--- config.mk ---
export PLATFORM = sky130hd
export DESIGN_NAME = dm_store_buffer_flat
export DESIGN_NICKNAME = d
export VERILOG_FILES = /design/src/rtl/dm_store_buffer_if.sv /design/src/rtl/dm_store_buffer.sv /design/src/flat_wrapper.sv
export SDC_FILE = /design/constraint.sdc
export NUM_CORES = 1
export LEC_CHECK = 0
export CAP_MARGIN = 20
export CORE_ASPECT_RATIO = 0.75
export CORE_MARGIN = 4
export CORE_UTILIZATION = 52
export DETAILED_ROUTE_END_ITERATION = 10
export PLACE_DENSITY_LB_ADDON = 0.3
export SLEW_MARGIN = 0
export SYNTH_ARGS = -nofsm -noshare
export SYNTH_HDL_FRONTEND = slang
export SYNTH_SLANG_ARGS = --single-unit
--- constraint.sdc ---
create_clock -name clk -period 5.15 [get_ports clk]
set_clock_uncertainty 0.15 [all_clocks]
set_input_delay 0.515 -clock clk [delete_from_list [all_inputs] [get_ports clk]]
set_output_delay 0.515 -clock clk [all_outputs]
set_load 0.03 [all_outputs]
--- src/rtl/dm_store_buffer_if.sv ---
// rtl/dm_store_buffer_if.sv - store buffer bus bundle: store port, load lookup, DM drain port
interface dm_store_buffer_if #(
    parameter int AW = 2
);
    logic        st_valid;
    logic        st_ready;
    logic [31:0] st_addr;
    logic [31:0] st_data;
    logic [31:0] st_pc;
    logic [31:0] ld_addr;
    logic        ld_hit;
    logic [31:0] ld_data;
    logic        drain_en;
    logic        dm_we;
    logic [31:0] dm_addr;
    logic [31:0] dm_wd;
    logic [31:0] dm_pc;
    logic        empty;
    logic [AW:0] count;

    // CPU side: issues stores and load lookups, grants the DM write port
    modport master (
        output st_valid, st_addr, st_data, st_pc, ld_addr, drain_en,
        input  st_ready, ld_hit, ld_data, dm_we, dm_addr, dm_wd, dm_pc, empty, count
    );

    // Buffer side
    modport slave (
        input  st_valid, st_addr, st_data, st_pc, ld_addr, drain_en,
        output st_ready, ld_hit, ld_data, dm_we, dm_addr, dm_wd, dm_pc, empty, count
    );
endinterface

--- src/rtl/dm_store_buffer.sv ---
// rtl/dm_store_buffer.sv - word-store FIFO in front of the DM with youngest-match load forwarding
module dm_store_buffer #(
    parameter int DEPTH = 4,
    parameter int AW    = 2
) (
    input  logic             clk,
    input  logic             reset,
    dm_store_buffer_if.slave bus
);
    logic [31:0]   addr_q [DEPTH];
    logic [31:0]   data_q [DEPTH];
    logic [31:0]   pc_q   [DEPTH];
    logic [AW-1:0] head_q;
    logic [AW-1:0] head_d;
    logic [AW-1:0] tail_q;
    logic [AW-1:0] tail_d;
    logic [AW:0]   count_q;
    logic [AW:0]   count_d;

    logic          full;
    logic          is_empty;
    logic          push;
    logic          pop;
    logic          fwd_hit;
    logic [31:0]   fwd_data;
    logic [AW-1:0] fwd_idx;
    logic [1:0]    ld_addr_unused;

    assign full     = (count_q == (AW+1)'(DEPTH));
    assign is_empty = (count_q == '0);
    // No push-through when full, even if the head drains this cycle
    assign push     = bus.st_valid && !full;
    // Gated by reset so a discarded store never reaches the DM
    assign pop      = !is_empty && bus.drain_en && !reset;

    assign bus.st_ready = !full;
    assign bus.empty    = is_empty;
    assign bus.count    = count_q;
    assign bus.dm_we    = pop;
    assign bus.dm_addr  = is_empty ? 32'h0 : addr_q[head_q];
    assign bus.dm_wd    = is_empty ? 32'h0 : data_q[head_q];
    assign bus.dm_pc    = is_empty ? 32'h0 : pc_q[head_q];
    assign bus.ld_hit   = fwd_hit;
    assign bus.ld_data  = fwd_data;

    // Byte offset of the load does not matter for word matching
    assign ld_addr_unused = bus.ld_addr[1:0];

    // Next-state pointers and occupancy from this cycle's push/pop
    always_comb begin
        head_d  = head_q;
        tail_d  = tail_q;
        count_d = count_q;
        if (push) begin
            tail_d = tail_q + AW'(1);
        end
        if (pop) begin
            head_d = head_q + AW'(1);
        end
        case ({push, pop})
            2'b10:   count_d = count_q + (AW+1)'(1);
            2'b01:   count_d = count_q - (AW+1)'(1);
            default: count_d = count_q;
        endcase
    end

    // Forwarding: walk from oldest to youngest so the last match (youngest) wins;
    // the head still counts while it drains, a same-cycle push does not
    always_comb begin
        fwd_hit  = 1'b0;
        fwd_data = 32'h0;
        fwd_idx  = '0;
        for (int i = 0; i < DEPTH; i++) begin
            fwd_idx = head_q + AW'(i);
            if (((AW+1)'(i) < count_q) && (addr_q[fwd_idx][31:2] == bus.ld_addr[31:2])) begin
                fwd_hit  = 1'b1;
                fwd_data = data_q[fwd_idx];
            end
        end
    end

    // Entry storage; contents need no reset since count gates every use
    always_ff @(posedge clk) begin
        if (push) begin
            addr_q[tail_q] <= bus.st_addr;
            data_q[tail_q] <= bus.st_data;
            pc_q[tail_q]   <= bus.st_pc;
        end
    end

    // Pointer and occupancy registers
    always_ff @(posedge clk) begin
        if (reset) begin
            head_q  <= '0;
            tail_q  <= '0;
            count_q <= '0;
        end else begin
            head_q  <= head_d;
            tail_q  <= tail_d;
            count_q <= count_d;
        end
    end
endmodule

--- src/flat_wrapper.sv ---
// flat-port wrapper written by rule: the top's interface ports become plain ports
module dm_store_buffer_flat 
#(
    parameter int DEPTH = 4,
    parameter int AW    = 2
)
  (clk, reset, bus_st_valid, bus_st_addr, bus_st_data, bus_st_pc, bus_ld_addr, bus_drain_en, bus_st_ready, bus_ld_hit, bus_ld_data, bus_dm_we, bus_dm_addr, bus_dm_wd, bus_dm_pc, bus_empty, bus_count);
  dm_store_buffer_if #(.AW(AW)) bus_i ();
  input  logic clk;
  input  logic reset;
  input wire logic [$bits(bus_i.st_valid)-1:0] bus_st_valid;
  input wire logic [$bits(bus_i.st_addr)-1:0] bus_st_addr;
  input wire logic [$bits(bus_i.st_data)-1:0] bus_st_data;
  input wire logic [$bits(bus_i.st_pc)-1:0] bus_st_pc;
  input wire logic [$bits(bus_i.ld_addr)-1:0] bus_ld_addr;
  input wire logic [$bits(bus_i.drain_en)-1:0] bus_drain_en;
  output wire logic [$bits(bus_i.st_ready)-1:0] bus_st_ready;
  output wire logic [$bits(bus_i.ld_hit)-1:0] bus_ld_hit;
  output wire logic [$bits(bus_i.ld_data)-1:0] bus_ld_data;
  output wire logic [$bits(bus_i.dm_we)-1:0] bus_dm_we;
  output wire logic [$bits(bus_i.dm_addr)-1:0] bus_dm_addr;
  output wire logic [$bits(bus_i.dm_wd)-1:0] bus_dm_wd;
  output wire logic [$bits(bus_i.dm_pc)-1:0] bus_dm_pc;
  output wire logic [$bits(bus_i.empty)-1:0] bus_empty;
  output wire logic [$bits(bus_i.count)-1:0] bus_count;
  assign bus_i.st_valid = bus_st_valid;
  assign bus_i.st_addr = bus_st_addr;
  assign bus_i.st_data = bus_st_data;
  assign bus_i.st_pc = bus_st_pc;
  assign bus_i.ld_addr = bus_ld_addr;
  assign bus_i.drain_en = bus_drain_en;
  assign bus_st_ready = bus_i.st_ready;
  assign bus_ld_hit = bus_i.ld_hit;
  assign bus_ld_data = bus_i.ld_data;
  assign bus_dm_we = bus_i.dm_we;
  assign bus_dm_addr = bus_i.dm_addr;
  assign bus_dm_wd = bus_i.dm_wd;
  assign bus_dm_pc = bus_i.dm_pc;
  assign bus_empty = bus_i.empty;
  assign bus_count = bus_i.count;
  dm_store_buffer #(.DEPTH(DEPTH), .AW(AW)) u_core (.clk(clk), .reset(reset), .bus(bus_i));
endmodule
==> flow_metrics.py, run 1 <==
metrics = {
    "run_status": {
        "status": "finished, final reports clean",
    },
    "grt": {
        "antenna_found_initial": 10,
        "track_usage": 0.2634,
        "grt_overflow": 0,
        "grt_pass1_vias": 14790,
        "grt_pass1_wl_um": 95010,
        "grt_max_degree": 78,
    },
    "sta": {
        "max_slew_margin": 0.3619,
        "report.final.hold_viol_count": 0,
        "period_share": 0.9782,
        "setup_viol": 0,
        "worstMarginPinSlew_ns": 0.9572,
        "fmax_ghz": 0.1985,
        "fin_crit_ns": 5.038,
        "drv_slew": 0,
        "finalSetupTns_ns": 0,
    },
    "critical_path": {
        "critical_path_class": "reg -> out",
        "crit_chain": "buf_2 -> buf_4 -> clkbuf_16 -> mux4_1 -> xnor2_2 -> nand4_1 -> or4_4 -> nor4_4 -> buf_4 -> buf_8 -> mux2_1 -> nand3_1 -> a31oi_1 -> buf_4",
        "worst_path_largest_cell_delay_ns": 0.45,
        "ff2ff_path_depth": 5,
        "arrival_ns": 4.37,
        "cpMostUsedCell": "buf_4",
        "end_kind": "primary output",
        "critPathMaxFanout": 16,
        "start_kind": "register",
        "slowest_stage": "dfxtp_4",
        "required_ns": 4.49,
    },
    "power": {
        "leakage_nw": 8.801,
        "power_density_nw_per_um2": 386.4,
        "vdd_drop_max_mv": 0.3116,
    },
    "floorplan": {
        "ios": 267,
        "rows": 66,
        "initial_core_util": 0.5255,
        "dieArea_um2": 47260,
        "die_h_um": 189.3,
        "die-width_um": 249.7,
        "core_um2": 43350,
    },
    "clock_tree": {
        "cts_inserted_buffers": 42,
        "clk_pin_slew_ns": 0.06,
        "clk_latency_ns": 0.54,
        "cts_max_level": 2,
        "clock_sinks": 393,
        "ctsLongestPathBuffers": 3,
        "cts_root_buffer": "clkbuf_16",
        "ctsHoldBuffers": 0,
        "cts_tree": "built",
    },
    "finish": {
        "fillers": 3127,
        "final_cell_mix": "edfxtp_1, clkdlybuf4s50_1, mux4_2, mux2i_1, buf_4",
        "mostFrequentLayoutCell": "edfxtp_1",
        "drive_gt1_frac": 0.2467,
        "final_cells": 2348,
        "synthToLayoutAreaGrowth_pct": 22.29,
        "num-nets-final": 1873,
        "fin_util": 0.6426,
    },
    "synthesis": {
        "synthDistinctLibCells": 64,
        "ys_ff_latch": 393,
        "synthTopCellsByArea": "edfxtp_1, mux4_2, mux2i_1",
        "synth_area_per_cell_um2": 15.51,
        "ys_seq_area_frac": 0.5141,
        "yosysTopAreaCellShare": 0.5062,
        "ys_warn_count": 0,
        "synthFlopType": "edfxtp_1",
        "netlist_instances": 1469,
        "synth-edff-count": 384,
        "synth_area_um2": 22780,
        "synth.net_count": 1609,
        "async_flop_share": 0,
        "yosysTopAreaCell": "edfxtp_1",
    },
    "drt": {
        "drcViolationCount": 0,
        "viasPerCell": 6.455,
        "postRouteAntennaNets": 0,
        "dr.pass1.iters": 6,
        "drt_iter0_drc": 1619,
        "vias": 15160,
        "drt-wirelength-per-cell_um": 27.40,
        "wl_um": 64340,
    },
    "place": {
        "dpl.hpwl_um": 42890,
        "io_buffers": 264,
        "place_inst": 2239,
        "place.gp.congestion": 0.9934,
    },
    "job": {
        "maxCapViolations": 0,
    },
    "min_path": {
        "worstHoldPathType": "in -> reg",
        "holdPathStages": 1,
    },
}
logic make-up (layout without fill, tap and decap cells):
kind of cell / count (synthesis) / count (layout) / synth area share
simple gates: 317 / 317 / 0.08040
mux: 369 / 369 / 0.2869
buf+inv: 143 / 441 / 0.03240
flops: 393 / 393 / 0.5141
xor+xnor: 103 / 103 / 0.03960
other cells: 0 / 3 / 0
fa+ha+maj: 8 / 8 / 0.004394
compound gates: 136 / 136 / 0.04229
cell usage after synthesis (7+ instances only):
library cell / count
mux4_1: 9
buf_2: 28
nand3_1: 43
o221ai_1: 10
buf_4: 13
nand2b_1: 33
and3_1: 10
nor2_1: 20
mux2_1: 32
a31oi_1: 33
buf_6: 13
a211oi_1: 10
a21oi_1: 21
dfxtp_1: 9
xnor2_1: 81
mux4_2: 211
buf_1: 25
and2_1: 90
edfxtp_1: 384
nor2b_1: 41
nor4_1: 7
clkbuf_1: 45
nand2_1: 35
mux2i_1: 109
inv_1: 13
o21ai_0: 9
nand4_1: 17
o22ai_1: 9
ha_1: 8
xor2_1: 22
a22oi_1: 9
critical path: cells and delay by family (launching register included):
family	cells	cell delay (ns)
AOI/OAI and AO/OA	1	0.09
muxes	2	0.70
and+or+nand+nor	4	1.09
xor gates and xnor gates	1	0.32
DFF	1	0.45
buffers and inverters	6	1.15
path summary, 6_finish.rpt:
check	from	endpoint	slack, ns
worst min-delay path	bus_st_data[18]	u_core.data_q[0][18]	0.44
worst min register to register	u_core.tail_q[0]	u_core.tail_q[0]	0.44
worst max register to register	u_core.bus.count[1]	u_core.data_q[0][15]	2.17
worst max-delay path	u_core.head_q[1]	bus_ld_data[3]	0.11
report_power, final:
part / switching (mW) / leakage, nW / internal (mW) / total (mW)
sequential: 0.168 / 3.60 / 3.74 / 3.90
clock: 1.25 / 0.649 / 1.67 / 2.92
combinational: 2.13 / 4.55 / 1.81 / 3.95
state kept, by name, indices dropped and copies added (netlist names), named ones only:
register	flops
u_core.addr_q	128
u_core.data_q	128
u_core.pc_q	128
u_core.bus.count	3
u_core.head_q	2
u_core.tail_q	2
per-layer routing:
| metal | GRT usage | wire length (um) | vias to the layer above |
|---|---|---|---|
| li1 | - | - | 6494 |
| met1 | 0.3894 | 27320 | 7768 |
| met5 | 0 | 90 | - |
| met3 | 0.08377 | 7059 | 93 |
| met2 | 0.3890 | 28660 | 788 |
| met4 | 0.05683 | 1202 | 14 |
metrics by stage:
step	setup WS, ns	hold WS (ns)	power, mW	area, um2
after floorplan	1.009	0.3882	6.459	22780
after global placement	0.3956	0.4145	7.745	26010
after detailed placement	0.3741	0.4203	7.785	26010
after CTS	0.008856	0.4047	10.75	27450
after global routing	-0.005954	0.4241	11.22	27860
final	0.1122	0.4359	10.77	27860
cell type report:
cell class	count	area, um2	share of cell area
multi-input cells	933	10500	0.3769
clock buffers	52	1120	0.04020
diodes	3	7.507	0.0002695
repair buffers	348	3496	0.1255
clock inverters	26	231.5	0.008309
flip-flops and latches	393	11730	0.4209
well taps	578	723.2	0.02596
inverters	15	56.30	0.002021
what timing repair did:
action | 4_1_cts | 5_1_grt
setup endpoints to repair | 7 | 10
resized for setup | 4 | 27
gates cloned | 0 | 5
setup buffers | 6 | 16
pin swaps | 0 | 1
Note: power is estimated with default switching activity, not from simulation.
==> run 2: changes to the inputs <==
SETUP_SLACK_MARGIN = 0.2   (was not set)
SKIP_LAST_GASP = 1   (was not set)
==> run 2 against run 1 <==
- sequential power about the same
- final cell count up 1.1%
- fmax up 2.7%
- largest cell class unchanged
- flip-flop and latch count unchanged
- via count up 1.5%
- critical path type unchanged
==> flow_metrics.py, run 2 (synthesis gave the netlist of run 1 again) <==
metrics = {
    "clock_tree": {
        "ctsLongestPathBuffers": 3,
        "clk_latency_ns": 0.54,
        "cts_inserted_buffers": 42,
        "clk_pin_slew_ns": 0.06,
        "cts_max_level": 2,
        "cts_tree": "built",
        "cts_root_buffer": "clkbuf_16",
        "clock_sinks": 393,
    },
    "critical_path": {
        "path_buf_inv": 6,
        "start_kind": "register",
        "crit_chain": "buf_12 -> clkbuf_4 -> buf_4 -> mux4_2 -> xor2_4 -> a2111oi_4 -> o2111ai_1 -> or4b_4 -> buf_12 -> nand2b_1 -> a31oi_2 -> buf_4 -> buf_12",
        "cp-startpoint": "u_core.head_q[0]",
        "slowest_stage": "mux4_2",
        "regToRegStartpoint": "u_core.bus.count[1]",
        "cpLargestDelayFamily": "buffers and inverters",
        "end_kind": "primary output",
        "required_ns": 4.49,
        "worst_path_largest_cell_delay_ns": 0.57,
        "arrival_ns": 4.24,
        "cpMostUsedCell": "buf_12",
        "critPathMaxFanout": 33,
        "critical_path_class": "reg -> out",
    },
    "sta": {
        "rsz0062_at_grt": "true",
        "worstMarginPinSlew_ns": 0.9550,
        "drv_slew": 0,
        "setup_viol": 0,
        "period_share": 0.9526,
        "report.final.hold_viol_count": 0,
        "fin_crit_ns": 4.906,
        "finalSetupTns_ns": 0,
        "fmax_ghz": 0.2038,
        "max_slew_margin": 0.3634,
    },
    "floorplan": {
        "die_h_um": 189.3,
        "core_um2": 43350,
        "die-width_um": 249.7,
        "ios": 267,
        "dieArea_um2": 47260,
        "rows": 66,
        "initial_core_util": 0.5255,
    },
    "drt": {
        "vias": 15390,
        "dr.pass1.iters": 5,
        "drt_iter0_drc": 1640,
        "drt-wirelength-per-cell_um": 27.68,
        "drcViolationCount": 0,
        "wl_um": 65720,
        "postRouteAntennaNets": 0,
        "viasPerCell": 6.483,
    },
    "finish": {
        "final_cell_mix": "edfxtp_1, clkdlybuf4s50_1, mux4_2, buf_4, mux2i_1",
        "mostFrequentLayoutCell": "edfxtp_1",
        "final_cells": 2374,
        "num-nets-final": 1899,
        "top_regs": "u_core.addr_q (128), u_core.data_q (128), u_core.pc_q (128)",
        "fin_util": 0.6539,
        "drive_gt1_frac": 0.2666,
        "synthToLayoutAreaGrowth_pct": 24.43,
    },
    "min_path": {
        "worstHoldPathType": "in -> reg",
        "hp-start": "bus_st_data[21]",
    },
    "place": {
        "io_buffers": 264,
        "place.gp.congestion": 0.9934,
        "dpl.hpwl_um": 42890,
        "place_inst": 2239,
    },
    "run_status": {
        "status": "finished, final reports clean",
    },
    "power": {
        "leakage_nw": 9.014,
        "vdd_drop_max_mv": 0.3129,
        "power_density_nw_per_um2": 385.9,
    },
    "grt": {
        "grt_pass1_vias": 14930,
        "track_usage": 0.2691,
        "antenna_found_initial": 10,
        "grt_max_degree": 78,
        "grt_overflow": 0,
        "grt_pass1_wl_um": 96790,
    },
    "job": {
        "maxCapViolations": 0,
    },
}
## run 2: changes by cell type in the layout (fill, tap and decap cells not counted), sizes merged
cell,before,now
buf,112,136
clkinv,19,20
clkbuf,57,56
inv,17,16
bufbuf,0,3
## run 2: timing repair
item / in CTS / in global routing
setup buffers: 10 / 36
gates resized for setup: 23 / 42
setup endpoints to repair: 32 / 29
cloned: 4 / 3
pin swaps: 2 / 11
hold buffers: 0 / 0
## run 2: layer usage
metal / global-route usage / vias up / routed length (um)
met1: 0.4000 / 7860 / 27610
met4: 0.06133 / 14 / 1249
met2: 0.3944 / 866 / 29360
met5: 0 / - / 90
li1: - / 6546 / -
met3: 0.08445 / 104 / 7407
## run 2: layout make-up
| cell class | instances | area [um2] |
|---|---|---|
| Antenna cell | 3 | 7.507 |
| Timing Repair Buffer | 374 | 3857 |
| Clock inverter | 26 | 231.5 |
| Sequential cell | 393 | 11730 |
| Fill cell | 3070 | 15010 |
| Tap cell | 578 | 723.2 |
| Multi-Input combinational cell | 933 | 10630 |
| Inverter | 15 | 57.56 |
| Clock buffer | 52 | 1120 |
## run 2: path summary, 6_finish.rpt
| check | to | slack, ns | cells past startpoint |
|---|---|---|---|
| max reg2reg | u_core.data_q[0][15] | 2.18 | 5 |
| min | u_core.data_q[1][21] | 0.44 | 1 |
| min reg2reg | u_core.tail_q[0] | 0.46 | 2 |
| max | bus_ld_data[26] | 0.24 | 13 |
## run 2: power breakdown
group | internal (mW) | leakage, nW | switching (mW) | total (mW)
Clock | 1.67 | 0.649 | 1.25 | 2.92
Combinational | 1.93 | 4.76 | 2.21 | 4.14
Sequential | 3.74 | 3.60 | 0.145 | 3.88
## run 2: metrics by stage
stage / worst slack (ns) / total power, mW / hold slack, ns / cell area (um2)
5_1_grt: 0.1542 / 11.39 / 0.4240 / 28350
3_3_place_gp: 0.3956 / 7.745 / 0.4145 / 26010
6_report: 0.2441 / 10.94 / 0.4370 / 28350
2_1_floorplan: 1.009 / 6.459 / 0.3882 / 22780
4_1_cts: 0.2022 / 10.81 / 0.4047 / 27710
3_5_place_dp: 0.3741 / 7.785 / 0.4203 / 26010
## run 2: worst register-to-register path, stage by stage, from the launching register on
cell     delay (ns)
dfxtp_1        0.58
inv_1          0.15
ha_1           0.25
nand2_1        0.20
and3_4         0.84
buf_12         0.43
